## src/rtl/mem_stage.sv

```systemverilog
// Memory stage: E/M register, data-memory request/ready handshake with timeout, M/W register.
// Optional stall-cycle counter enabled by defining MEM_STALL_CNT_EN.
module mem_stage #(
  parameter int unsigned WIDTH   = 32,
  parameter int unsigned TIMEOUT = 16,
  parameter int unsigned CNT_W   = 16
) (
  input  logic             clk,
  input  logic             reset,
  input  logic             PCSrcE,
  input  logic             RegWriteE,
  input  logic             MemtoRegE,
  input  logic             MemWriteE,
  input  logic [3:0]       RdE,
  input  logic [WIDTH-1:0] ALUResultE,
  input  logic [WIDTH-1:0] WriteDataE,
  output logic             dmem_req,
  output logic             dmem_we,
  output logic [WIDTH-1:0] dmem_addr,
  output logic [WIDTH-1:0] dmem_wdata,
  input  logic [WIDTH-1:0] dmem_rdata,
  input  logic             dmem_ready,
  output logic             StallM,
  output logic             bus_err,
  output logic             RegWriteM,
  output logic [3:0]       RdM,
  output logic [WIDTH-1:0] ALUOutM,
  output logic             PCSrcW,
  output logic             RegWriteW,
  output logic             MemtoRegW,
  output logic [3:0]       RdW,
  output logic [WIDTH-1:0] ReadDataW,
  output logic [WIDTH-1:0] ALUOutW,
  output logic [CNT_W-1:0] stall_cnt
);

  localparam int unsigned TCNT_W = (TIMEOUT < 2) ? 1 : $clog2(TIMEOUT + 1);
  localparam int unsigned RD_W   = 4;

  typedef enum logic {
    S_IDLE = 1'b0,
    S_WAIT = 1'b1
  } state_t;

  // Payload held in the M slot
  typedef struct packed {
    logic             pcsrc;
    logic             regwrite;
    logic             memtoreg;
    logic             memwrite;
    logic [RD_W-1:0]  rd;
    logic [WIDTH-1:0] alu;
    logic [WIDTH-1:0] wdata;
  } em_t;

  // Payload held in the W slot
  typedef struct packed {
    logic             pcsrc;
    logic             regwrite;
    logic             memtoreg;
    logic [RD_W-1:0]  rd;
    logic [WIDTH-1:0] rdata;
    logic [WIDTH-1:0] alu;
  } mw_t;

  state_t            r_state;
  state_t            w_state_nxt;
  logic [TCNT_W-1:0] r_tcnt;
  logic [TCNT_W-1:0] w_tcnt_nxt;
  em_t               r_em;
  em_t               w_em_in;
  mw_t               r_mw;
  logic              r_bus_err;
  logic              w_memop;
  logic              w_req;
  logic              w_timeout;
  logic              w_stall;
  logic              w_load_done;

  assign w_em_in = '{pcsrc:    PCSrcE,
                     regwrite: RegWriteE,
                     memtoreg: MemtoRegE,
                     memwrite: MemWriteE,
                     rd:       RdE,
                     alu:      ALUResultE,
                     wdata:    WriteDataE};

  assign w_memop = r_em.memtoreg | r_em.memwrite;

  // FSM next-state, timeout tracking and handshake decode
  always_comb begin
    w_state_nxt = r_state;
    w_tcnt_nxt  = r_tcnt;
    w_req       = 1'b0;
    w_timeout   = 1'b0;
    w_stall     = 1'b0;
    if (!reset) begin
      w_req = w_memop & ((r_state == S_IDLE) | (r_state == S_WAIT));
      case (r_state)
        S_IDLE: begin
          if (w_req && !dmem_ready) begin
            w_state_nxt = S_WAIT;
            w_tcnt_nxt  = '0;
          end
        end
        S_WAIT: begin
          if (dmem_ready) begin
            w_state_nxt = S_IDLE;
            w_tcnt_nxt  = '0;
          end else if (r_tcnt == TCNT_W'(TIMEOUT - 1)) begin
            // Access abandoned: completes with no data and flags the bus error
            w_timeout   = 1'b1;
            w_state_nxt = S_IDLE;
            w_tcnt_nxt  = '0;
          end else begin
            w_tcnt_nxt = r_tcnt + TCNT_W'(1);
          end
        end
        default: begin
          w_state_nxt = S_IDLE;
          w_tcnt_nxt  = '0;
        end
      endcase
      w_stall = w_req & ~dmem_ready & ~w_timeout;
    end
  end

  always_ff @(posedge clk) begin
    if (reset) begin
      r_state <= S_IDLE;
      r_tcnt  <= '0;
    end else begin
      r_state <= w_state_nxt;
      r_tcnt  <= w_tcnt_nxt;
    end
  end

  // E/M register: holds the instruction in M while the access is outstanding
  always_ff @(posedge clk) begin
    if (reset) begin
      r_em <= '0;
    end else if (!w_stall) begin
      r_em <= w_em_in;
    end
  end

  assign w_load_done = r_em.memtoreg & dmem_ready;

  // M/W register: bubbles during a stall, data fields keep their last value
  always_ff @(posedge clk) begin
    if (reset) begin
      r_mw <= '0;
    end else if (!w_stall) begin
      r_mw.pcsrc    <= r_em.pcsrc;
      r_mw.regwrite <= r_em.regwrite;
      r_mw.memtoreg <= r_em.memtoreg;
      r_mw.rd       <= r_em.rd;
      r_mw.alu      <= r_em.alu;
      r_mw.rdata    <= w_load_done ? dmem_rdata : '0;
    end else begin
      r_mw.pcsrc    <= 1'b0;
      r_mw.regwrite <= 1'b0;
      r_mw.memtoreg <= 1'b0;
    end
  end

  // Sticky bus error, cleared only by reset
  always_ff @(posedge clk) begin
    if (reset) begin
      r_bus_err <= 1'b0;
    end else if (w_timeout) begin
      r_bus_err <= 1'b1;
    end
  end

`ifdef MEM_STALL_CNT_EN
  logic [CNT_W-1:0] r_stall_cnt;

  // Saturating count of stalled cycles
  always_ff @(posedge clk) begin
    if (reset) begin
      r_stall_cnt <= '0;
    end else if (w_stall && (r_stall_cnt != {CNT_W{1'b1}})) begin
      r_stall_cnt <= r_stall_cnt + CNT_W'(1);
    end
  end

  assign stall_cnt = r_stall_cnt;
`else
  assign stall_cnt = '0;
`endif

  assign dmem_req   = w_req;
  assign dmem_we    = r_em.memwrite;
  assign dmem_addr  = r_em.alu;
  assign dmem_wdata = r_em.wdata;
  assign StallM     = w_stall;
  assign bus_err    = r_bus_err;

  assign RegWriteM  = r_em.regwrite;
  assign RdM        = r_em.rd;
  assign ALUOutM    = r_em.alu;

  assign PCSrcW     = r_mw.pcsrc;
  assign RegWriteW  = r_mw.regwrite;
  assign MemtoRegW  = r_mw.memtoreg;
  assign RdW        = r_mw.rd;
  assign ReadDataW  = r_mw.rdata;
  assign ALUOutW    = r_mw.alu;

endmodule

```

## config.mk

```make
export PLATFORM = sky130hd
export DESIGN_NAME = mem_stage
export DESIGN_NICKNAME = d
export VERILOG_FILES = /design/src/rtl/mem_stage.sv
export SDC_FILE = /design/constraint.sdc
export NUM_CORES = 1
export LEC_CHECK = 0
export ABC_AREA = 1
export CORE_MARGIN = 2
export CORE_UTILIZATION = 46
export CTS_BUF_LIST = sky130_fd_sc_hd__clkbuf_4
export DETAILED_ROUTE_END_ITERATION = 10
export GPL_ROUTABILITY_DRIVEN = 0
export PLACE_DENSITY = 0.94
export SLEW_MARGIN = 15
export SYNTH_ARGS = -nofsm -noshare
export SYNTH_HDL_FRONTEND = slang
export SYNTH_SLANG_ARGS = --single-unit
```

## constraint.sdc

```tcl
create_clock -name clk -period 3.5 [get_ports clk]
set_input_delay 0.7 -clock clk [delete_from_list [all_inputs] [get_ports clk]]
set_output_delay 0.7 -clock clk [all_outputs]
set_load 0.03 [all_outputs]
```

==> results.md, run 1 <==
- Setup violations remaining at the end of the flow were counted as 0.
- The setup path with the least slack is of type in2out.
- The final net count is 1112.
- The data arrival time of the worst path is 2070 ps.
- Summing the areas of all compound-gate instances in the mapped netlist gives 0.6018% of the synthesized area.
- The synthesized netlist occupies a cell area of 6862 um2.
- For this run, design rule violations remaining after detail routing come to 0.
- The count of inserted antenna diode cells is 0.
- The H-tree depth is 4.
- Counting along the longest clock path gives a buffer depth of 2.
- After detailed routing, the number of vias per cell comes to approximately 5.3.
- The final critical path takes up 79.12% of the cycle.
- The number of antenna violations at the first check in global routing is 0.
- Each instance of the synthesized netlist takes up on average roughly 8 um2.
- The share of synthesized area in the top cell type comes to 43.76%.
- Compared with the post-synthesis result, the final layout area differs by 33.28%.
- The number of optimization iterations in the first detailed-route pass is 6.
- Summing the areas of all xor and xnor instances in the mapped netlist gives 0% of the synthesized area.
- Cells fill 62.92% of the core in the end.
- The die outline area is between 15000 and 20000 um2.
- Traced cell by cell, the critical path runs through clkdlybuf4s50_1 > buf_4 > nor2_1 > clkdlybuf4s50_1.
- The power density over cell area is 435.6 nW/um2.
- The number of hold buffers added after CTS was 0.
- The library cell used most frequently in the layout, excluding fill and tap cells, is sky130_fd_sc_hd__clkdlybuf4s50_1.
- Counting flops and latches in the post-synthesis netlist gives 150.
- The first-pass GRT wire length is between 20000 and 30000 um.
- The worst relative slew slack is 50.20%.
- The type of the tightest min-delay check is reg2reg.
- The combined buffer and inverter count along the critical path is 3.
- The sequential area share after synthesis is 43.76%.
- The number of gates resized after CTS is 0.
- The number of distinct library cell variants in the gate-level netlist after synthesis is 22.
- The cell that appears most often on the critical path is sky130_fd_sc_hd__clkdlybuf4s50_1.
- The count of nets left with antenna violations once routing finished came out at 0.
- Setup repair after global routing left no endpoint under its margin.
- The share of layout cells above drive strength 1 is under 10%.
- The initial utilization of the core area, before any placement, comes to between 40% and 50%.
- The achievable clock frequency is 0.3611 GHz.
- Entering global routing, the biggest net connects 142 pins.
- The largest single stage delay on the critical path is 670 ps.
- The leakage power of the design is 0.004039 uW.
- The slew at the pin with the worst max-slew slack is between 700 and 800 ps.
- The fraction of the mapped netlist area in simple logic gates is ~34%.
- In the layout the commonest cells are sky130_fd_sc_hd__clkdlybuf4s50_1 (281), sky130_fd_sc_hd__nand2_1 (152), sky130_fd_sc_hd__dfxtp_1 (150), sky130_fd_sc_hd__nand3_1 (145), sky130_fd_sc_hd__nand4_1 (141).
- The max-slew violation count is 0.
- Once detailed placement completed, the half-perimeter wirelength came to 11790 um.
- The biggest fanout along the worst timing path is 7.
- In the final routed layout, each cell accounts on average for between 15 and 20 um.
- The clock-pin slew on the worst setup and hold paths is between 100 and 150 ps.
- The top flip-flop cell by instance count after synthesis is sky130_fd_sc_hd__dfxtp_1.
- At the later pin of the worst-skew pair, clock insertion delay measures 550 ps.
- The post-synthesis adder-cell area fraction is less than 1%.
- The placeable core region is 14530 um2.
- In this run, CTS created clock tree buffers numbering 17.
- Summing over every cut layer, the via total after detailed routing is 6363.
- Across the run, the number of max-cap violations was 0.
- The post-route minimum period is 2769 ps.
- The aggregate global routing overflow is 0.
- The run finished with clean final reports.
- The number of hold violations in the final report is 0.
- The floorplan has 44 rows.
- By area, the combinational part of the netlist is dominated by simple AND/OR/NAND/NOR gates.
- The via count of the first global-routing pass came to 5738.
- After synthesis, the share of flip-flops with an asynchronous set or reset is 0%.
- Among all stages on the critical path, the largest delay is contributed by sky130_fd_sc_hd__clkdlybuf4s50_1.
- Measured along the y axis, the die boundary spans 126.1 um.
- The count of warnings emitted by yosys is 0.
- In the final timing run, aggregate negative setup slack is 0 ps.
- The horizontal die dimension is 126.1 um.
- The clock sink count is 150.
- The largest voltage drop on the vdd net is 0.3285 mV.
- Across every metal layer, demand over resource in global routing totals 21.84%.
- Clock tree synthesis selected as its root buffer the cell sky130_fd_sc_hd__clkbuf_4.
- The count of mapped cells out of synthesis is 872.
- The multiplexer area fraction after synthesis is 0%.
- The capturing element type of the critical path is a primary output.
- 299 I/O pins were placed.
- The cell taking the most area after synthesis is sky130_fd_sc_hd__dfxtp_1.
- The clock tree from TritonCTS is built.
- The violation count after the first detailed-routing iteration is 526.
- The number of setup buffers added after CTS is 0.
- Wires add up to about 18000 um.
- In this run, synthesis inferred 0 flip-flops with an integrated enable.
- The setup skew after layout is approximately 24 ps.
- STA puts the critical path data required time at 2800 ps.
- The kind of cell with the highest combined delay on the critical path is buffers and inverters.
- By area the synthesized netlist is led by sky130_fd_sc_hd__dfxtp_1 (44%), sky130_fd_sc_hd__nand4_1 (13%), sky130_fd_sc_hd__buf_4 (13%), sky130_fd_sc_hd__nand3_1 (11%), sky130_fd_sc_hd__nand2_1 (8.3%).
- The count of fill cells added during filler insertion is 1213.
- The number of port buffers is 282.
- The startpoint class of the critical path is an input pin.
==> registers in the layout, indices dropped and copies added (netlist names) <==
register and cells:
RdM 4, RdW 4, dmem_we 1, r_tcnt 5
r_state 1, ReadDataW 32, bus_err 1, r_em 2
dmem_wdata 32, ALUOutW 32, MemtoRegW 1, PCSrcW 1
ALUOutM 32, RegWriteM 1, RegWriteW 1
==> cells by family after synthesis <==
| logic type | Yosys count |
|---|---|
| adders and majority gates | 1 |
| other | 1 |
| AOI/OAI and AO/OA | 7 |
| DFF | 150 |
| buffers and inverters | 232 |
| and+or+nand+nor | 481 |
==> worst paths after layout <==
| kind | from | endpoint | slack [ps] | depth (start not counted) |
|---|---|---|---|---|
| max | reset | dmem_req | 730 | 4 |
| min reg2reg | r_em[71] | PCSrcW | 440 | 2 |
| max reg2reg | r_tcnt[0] | RegWriteW | 1540 | 8 |
| min | r_em[71] | PCSrcW | 440 | 2 |
==> per-layer routing <==
layer | track usage (%) | vias to the layer above | part of all wire (%) | wire length (um)
met2 | 36.72 | 284 | 49 | 8968
met4 | 6.917 | 0 | 1.7 | 315
met1 | 26.62 | 2954 | 41 | 7517
met3 | 7.052 | 26 | 8.4 | 1540
met5 | 0 | - | 0 | 0
li1 | - | 3099 | - | -
==> power by group <==
part,switching (uW),internal (uW),total [uW]
Clock,625,581,1210
Combinational,529,370,899
Sequential,73.6,1810,1880
Total,1230,2760,3980
==> worst reg2reg max path, cell delays in order (launching register included) <==
cell and delay, ps:
sky130_fd_sc_hd__dfxtp_1 420, sky130_fd_sc_hd__ha_1 220, sky130_fd_sc_hd__nand3_2 100, sky130_fd_sc_hd__nor2_2 160, sky130_fd_sc_hd__nand2_4 90, sky130_fd_sc_hd__nand2_4 80
sky130_fd_sc_hd__buf_12 370, sky130_fd_sc_hd__nand2_1 330, sky130_fd_sc_hd__nor2_1 170
==> cell type report <==
| class | instances | area (um2) | share of cell area, % |
|---|---|---|---|
| Sequential cell | 150 | 3003 | 32.84 |
| Timing Repair Buffer | 292 | 2958 | 32.34 |
| Multi-Input combinational cell | 505 | 2480 | 27.12 |
| Tap cell | 184 | 230.2 | 2.517 |
| Clock inverter | 13 | 178.9 | 1.956 |
| Inverter | 38 | 152.6 | 1.669 |
| Clock buffer | 19 | 142.6 | 1.560 |
==> stage by stage <==
stage | instance area [um2] | power, uW | hold slack (ps) | worst slack, ps | cells
final | 9145 | 3984 | 441.1 | 731.0 | 1201
after CTS | 9145 | 4012 | 441.2 | 724.2 | 1201
after global routing | 9145 | 4155 | 449.9 | 708.8 | 1201
after global placement | 8823 | 2795 | 419.9 | 731.6 | 1169
after detailed placement | 8823 | 2813 | 448.7 | 734.4 | 1169
after floorplan | 6918 | 2536 | 409.0 | 1120 | 887
==> cells in the mapped netlist, types with 2 or more instances <==
master,instances
sky130_fd_sc_hd__a21oi_1,5
sky130_fd_sc_hd__buf_1,15
sky130_fd_sc_hd__buf_2,24
sky130_fd_sc_hd__buf_4,117
sky130_fd_sc_hd__buf_6,14
sky130_fd_sc_hd__clkbuf_1,24
sky130_fd_sc_hd__dfxtp_1,150
sky130_fd_sc_hd__inv_1,35
sky130_fd_sc_hd__inv_2,2
sky130_fd_sc_hd__nand2_1,152
sky130_fd_sc_hd__nand2_2,2
sky130_fd_sc_hd__nand3_1,145
sky130_fd_sc_hd__nand4_1,141
sky130_fd_sc_hd__nor2_1,38
Note: power is estimated with default switching activity, not from simulation.
==> run 2, diff against run 1 <==
--- a/config.mk
+++ b/config.mk
@@ -7,11 +7,11 @@
 export LEC_CHECK = 0
 export ABC_AREA = 1
 export CORE_MARGIN = 2
-export CORE_UTILIZATION = 46
+export CORE_UTILIZATION = 40
 export CTS_BUF_LIST = sky130_fd_sc_hd__clkbuf_4
 export DETAILED_ROUTE_END_ITERATION = 10
 export GPL_ROUTABILITY_DRIVEN = 0
-export PLACE_DENSITY = 0.94
+export PLACE_DENSITY = 0.88
 export SLEW_MARGIN = 15
 export SYNTH_ARGS = -nofsm -noshare
 export SYNTH_HDL_FRONTEND = slang
==> constraint.sdc (replaced) <==
create_clock -name clk -period 2.4 [get_ports clk]
set_input_delay 0.48 -clock clk [delete_from_list [all_inputs] [get_ports clk]]
set_output_delay 0.48 -clock clk [all_outputs]
set_load 0.03 [all_outputs]
==> run 2 against run 1 <==
First-iteration DRC count shrank 29%. Highest routed layer unchanged. Die area grew 15%. Sequential power grew 46%. Clock power grew 41%. Non-clock buffer count grew 8. Hold slack lost 2.0 ps. Via count is essentially flat. Global-route usage shrank 2.3 points. Sequential share of layout area shrank 0.50 points. Clock-buffer cell count is the same. Combinational power grew 48%. Final area grew 1.7%.
==> results.md, run 2 (same netlist as run 1, synthesis figures left out) <==
- The run finished with clean final reports.
- The cell with the largest stage delay on the worst path is sky130_fd_sc_hd__dfxtp_4.
- The worst relative slew slack is between 50% and 60%.
- The count of inserted antenna diode cells is 0.
- The data required time of the worst path is 1920 ps.
- In this run, the number of DRC markers left after iteration 0 of detailed routing was approximately 370.
- The type of the tightest min-delay check is reg2reg.
- The effective utilization at floorplan is 41.08%.
- The power density over cell area is 621.6 nW/um2.
- The detailed-route wire length is around 19000 um.
- Clock latency on the worst-skew pair, taken at its later pin, is 530 ps.
- The tree is rooted in a sky130_fd_sc_hd__clkbuf_4.
- For this block, the via count after detailed routing is between 6000 and 7000.
- Wire segments on met2 add up to ~9100 um in the final route.
- After detailed routing, the met3 layer carries 1414 um of wire.
- The final setup violation count is 0.
- The largest net degree at the start of global routing is 142.
- Setup repair after global routing left no endpoint under its margin.
- The post-route setup TNS is 0 ps.
- The final net count is approximately 1100.
- The cell count of the worst hold path is 2.
- The worst reg2reg path endpoint is dmem_wdata[29].
- The number of antenna violations at the first check in global routing is 0.
- The startpoint of the most critical register-to-register path is r_tcnt[0].
- The buffer levels on the longest clock path is 2.
- The worst-case hold path end point is PCSrcW.
- Dividing the detail-routed via count by the number of cells gives 5.108.
- Across the VDD grid, the largest voltage drop is around 0.37 mV.
- The share of the clock period used by the worst path is ~94%.
- The horizontal die dimension is approximately 130 um.
- In this run the most critical hold path is launched from r_em[71].
- The combined buffer and inverter count along the critical path is 1.
- With fillers left out, the area of the finished cells amounts to 9301 um2.
- The worst stage delay on the critical path is 390 ps.
- OpenSTA, run right after detailed placement, puts the worst setup slack at 264.1 ps.
- The placed standard-cell area is 8964 um2.
- Walking the worst path, the cells encountered are ha_2 > nand3_2 > nor2_4 > nand2_4 > nand2_8 > nor2_2 > buf_12.
- The number of optimization iterations in the first detailed-route pass is 4.
- For this design the static power due to leakage is 0.004095 uW.
- The average wire length per cell after detail routing is 14.93 um.
- The highest layer touched by signal routing is met4.
- The number of hold buffers added after cts is 0.
- The post-detailed-route DRC marker count is 0.
- The data arrival time of the worst path is ~1800 ps.
- Summing internal, switching and leakage power gives 5782 uW.
- The initialized floorplan defines 47 standard-cell rows.
- The layout overhead on the synthesized area is 35.56%.
- The die covers 18220 um2.
- The kind of cell with the highest combined delay on the critical path is simple AND/OR/NAND/NOR gates.
- The clock tree from TritonCTS is built.
- The max-slew violation count is 0.
- The core utilization of the finished layout is a little under three fifths.
- The leading cell type in the layout, fill and taps excluded is sky130_fd_sc_hd__clkdlybuf4s50_1.
- After legalization and detailed placement, the total HPWL measured 12260 um.
- The number of buffers added by the clock tree synthesis step is 17.
- In this run the remaining antenna-violating nets after routing total 0.
- After clock tree synthesis, the clock-pin slew on the worst setup and hold paths is 140 ps.
- The share of layout cells above drive strength 1 is 6.244%.
- The number of setup buffers added after CTS is 0.
- The slew at the pin with the worst max-slew slack is 692.9 ps.
- The worst setup margin is 138.1 ps.
- The first-pass GRT wire length is 29100 um.
- The startpoint class of the critical path is a register.
- The capturing element type of the critical path is a primary output.
- The H-tree depth is 4.
- The number of hold violations in the final report is 0.
- The register-to-register setup slack is a little over 600 ps.
- For this run, the top clock speed supported by timing is 0.4421 GHz.
- The aggregate global routing overflow is 0.
- The top-level I/O count is roughly 300.
- The number of port buffers is 282.
- The global-route usage over all layers is 19.58%.
- The via count of the first global-routing pass is ~5900.
- The placeable core region is between 15000 and 20000 um2.
- Along the worst path, the maximum fanout reaches 5.
- The max-cap violation count is 0.
- The number of cells on the worst reg-to-reg path is 7.
- The overall die height is 135.0 um.
- The post-route minimum period is approximately 2300 ps.
- The met1 layer wirelength in the final routing is 7483 um.
- The setup skew after layout is 22.36 ps.
- In the layout the commonest cells are sky130_fd_sc_hd__clkdlybuf4s50_1 (280), sky130_fd_sc_hd__nand2_1 (152), sky130_fd_sc_hd__dfxtp_1 (148), sky130_fd_sc_hd__nand3_1 (145), sky130_fd_sc_hd__nand4_1 (141).
- The type of the setup path with the least slack is reg2out.
- The clock sink count is 150.
## run 2: cell count changes in the layout (fill, tap and decap cells not counted), sizes merged
cell,delta
buf,+9
bufinv,-1
clkdlybuf4s50,-1
clkinv,+1
clkinvlp,-2
inv,+2
## run 2: how the worst max path moves through the flow
| stage | slack [ps] | to | start | cells past startpoint |
|---|---|---|---|---|
| after floorplan | 380 | StallM | dmem_we | 6 |
| after global placement | 250 | StallM | dmem_ready | 7 |
| after detailed placement | 260 | StallM | dmem_ready | 7 |
| after CTS | 20 | StallM | r_tcnt[0] | 7 |
| after global routing | 4 | StallM | r_tcnt[0] | 7 |
| final | 140 | StallM | r_tcnt[0] | 7 |
## run 2: repair_timing
action | 4_1_cts | 5_1_grt
resized for setup | 2 | 5
endpoints found under the setup margin | 1 | 1
pin swaps | 0 | 1
## run 2: per-stage QoR
step	std cells	hold WS, ps
global placement	1213	417.0
CTS	1245	427.0
global route	1245	447.0
detailed placement	1213	418.6
finish	1245	439.1
floorplan	887	409.0
## run 2: report_power, final
part	leakage [uW]	switching (uW)	total (uW)	internal [uW]
registers	0.00123	106	2740	2630
logic	0.00269	776	1330	556
clock network	0.000171	946	1710	765
total	0.00409	1830	5780	3950
## run 2: metal layers
layer,GRT usage (%),vias up
met5,0,-
met4,8.565,0
met3,5.218,39
met2,33.14,269
met1,23.39,2931
li1,-,3120
## run 2: final cells by class
type	count	area [um2]
Fill cell	1529	7400
Timing Repair Buffer	300	3053
Sequential cell	150	3008
Multi-Input combinational cell	505	2499
Tap cell	220	275.3
Clock inverter	13	171.4
Inverter	38	152.6
Clock buffer	19	142.6
## run 2: worst min-delay path: stages, from the launching register on
cell and delay [ps]:
sky130_fd_sc_hd__dfxtp_1 340, sky130_fd_sc_hd__inv_1 50, sky130_fd_sc_hd__nor2_1 30
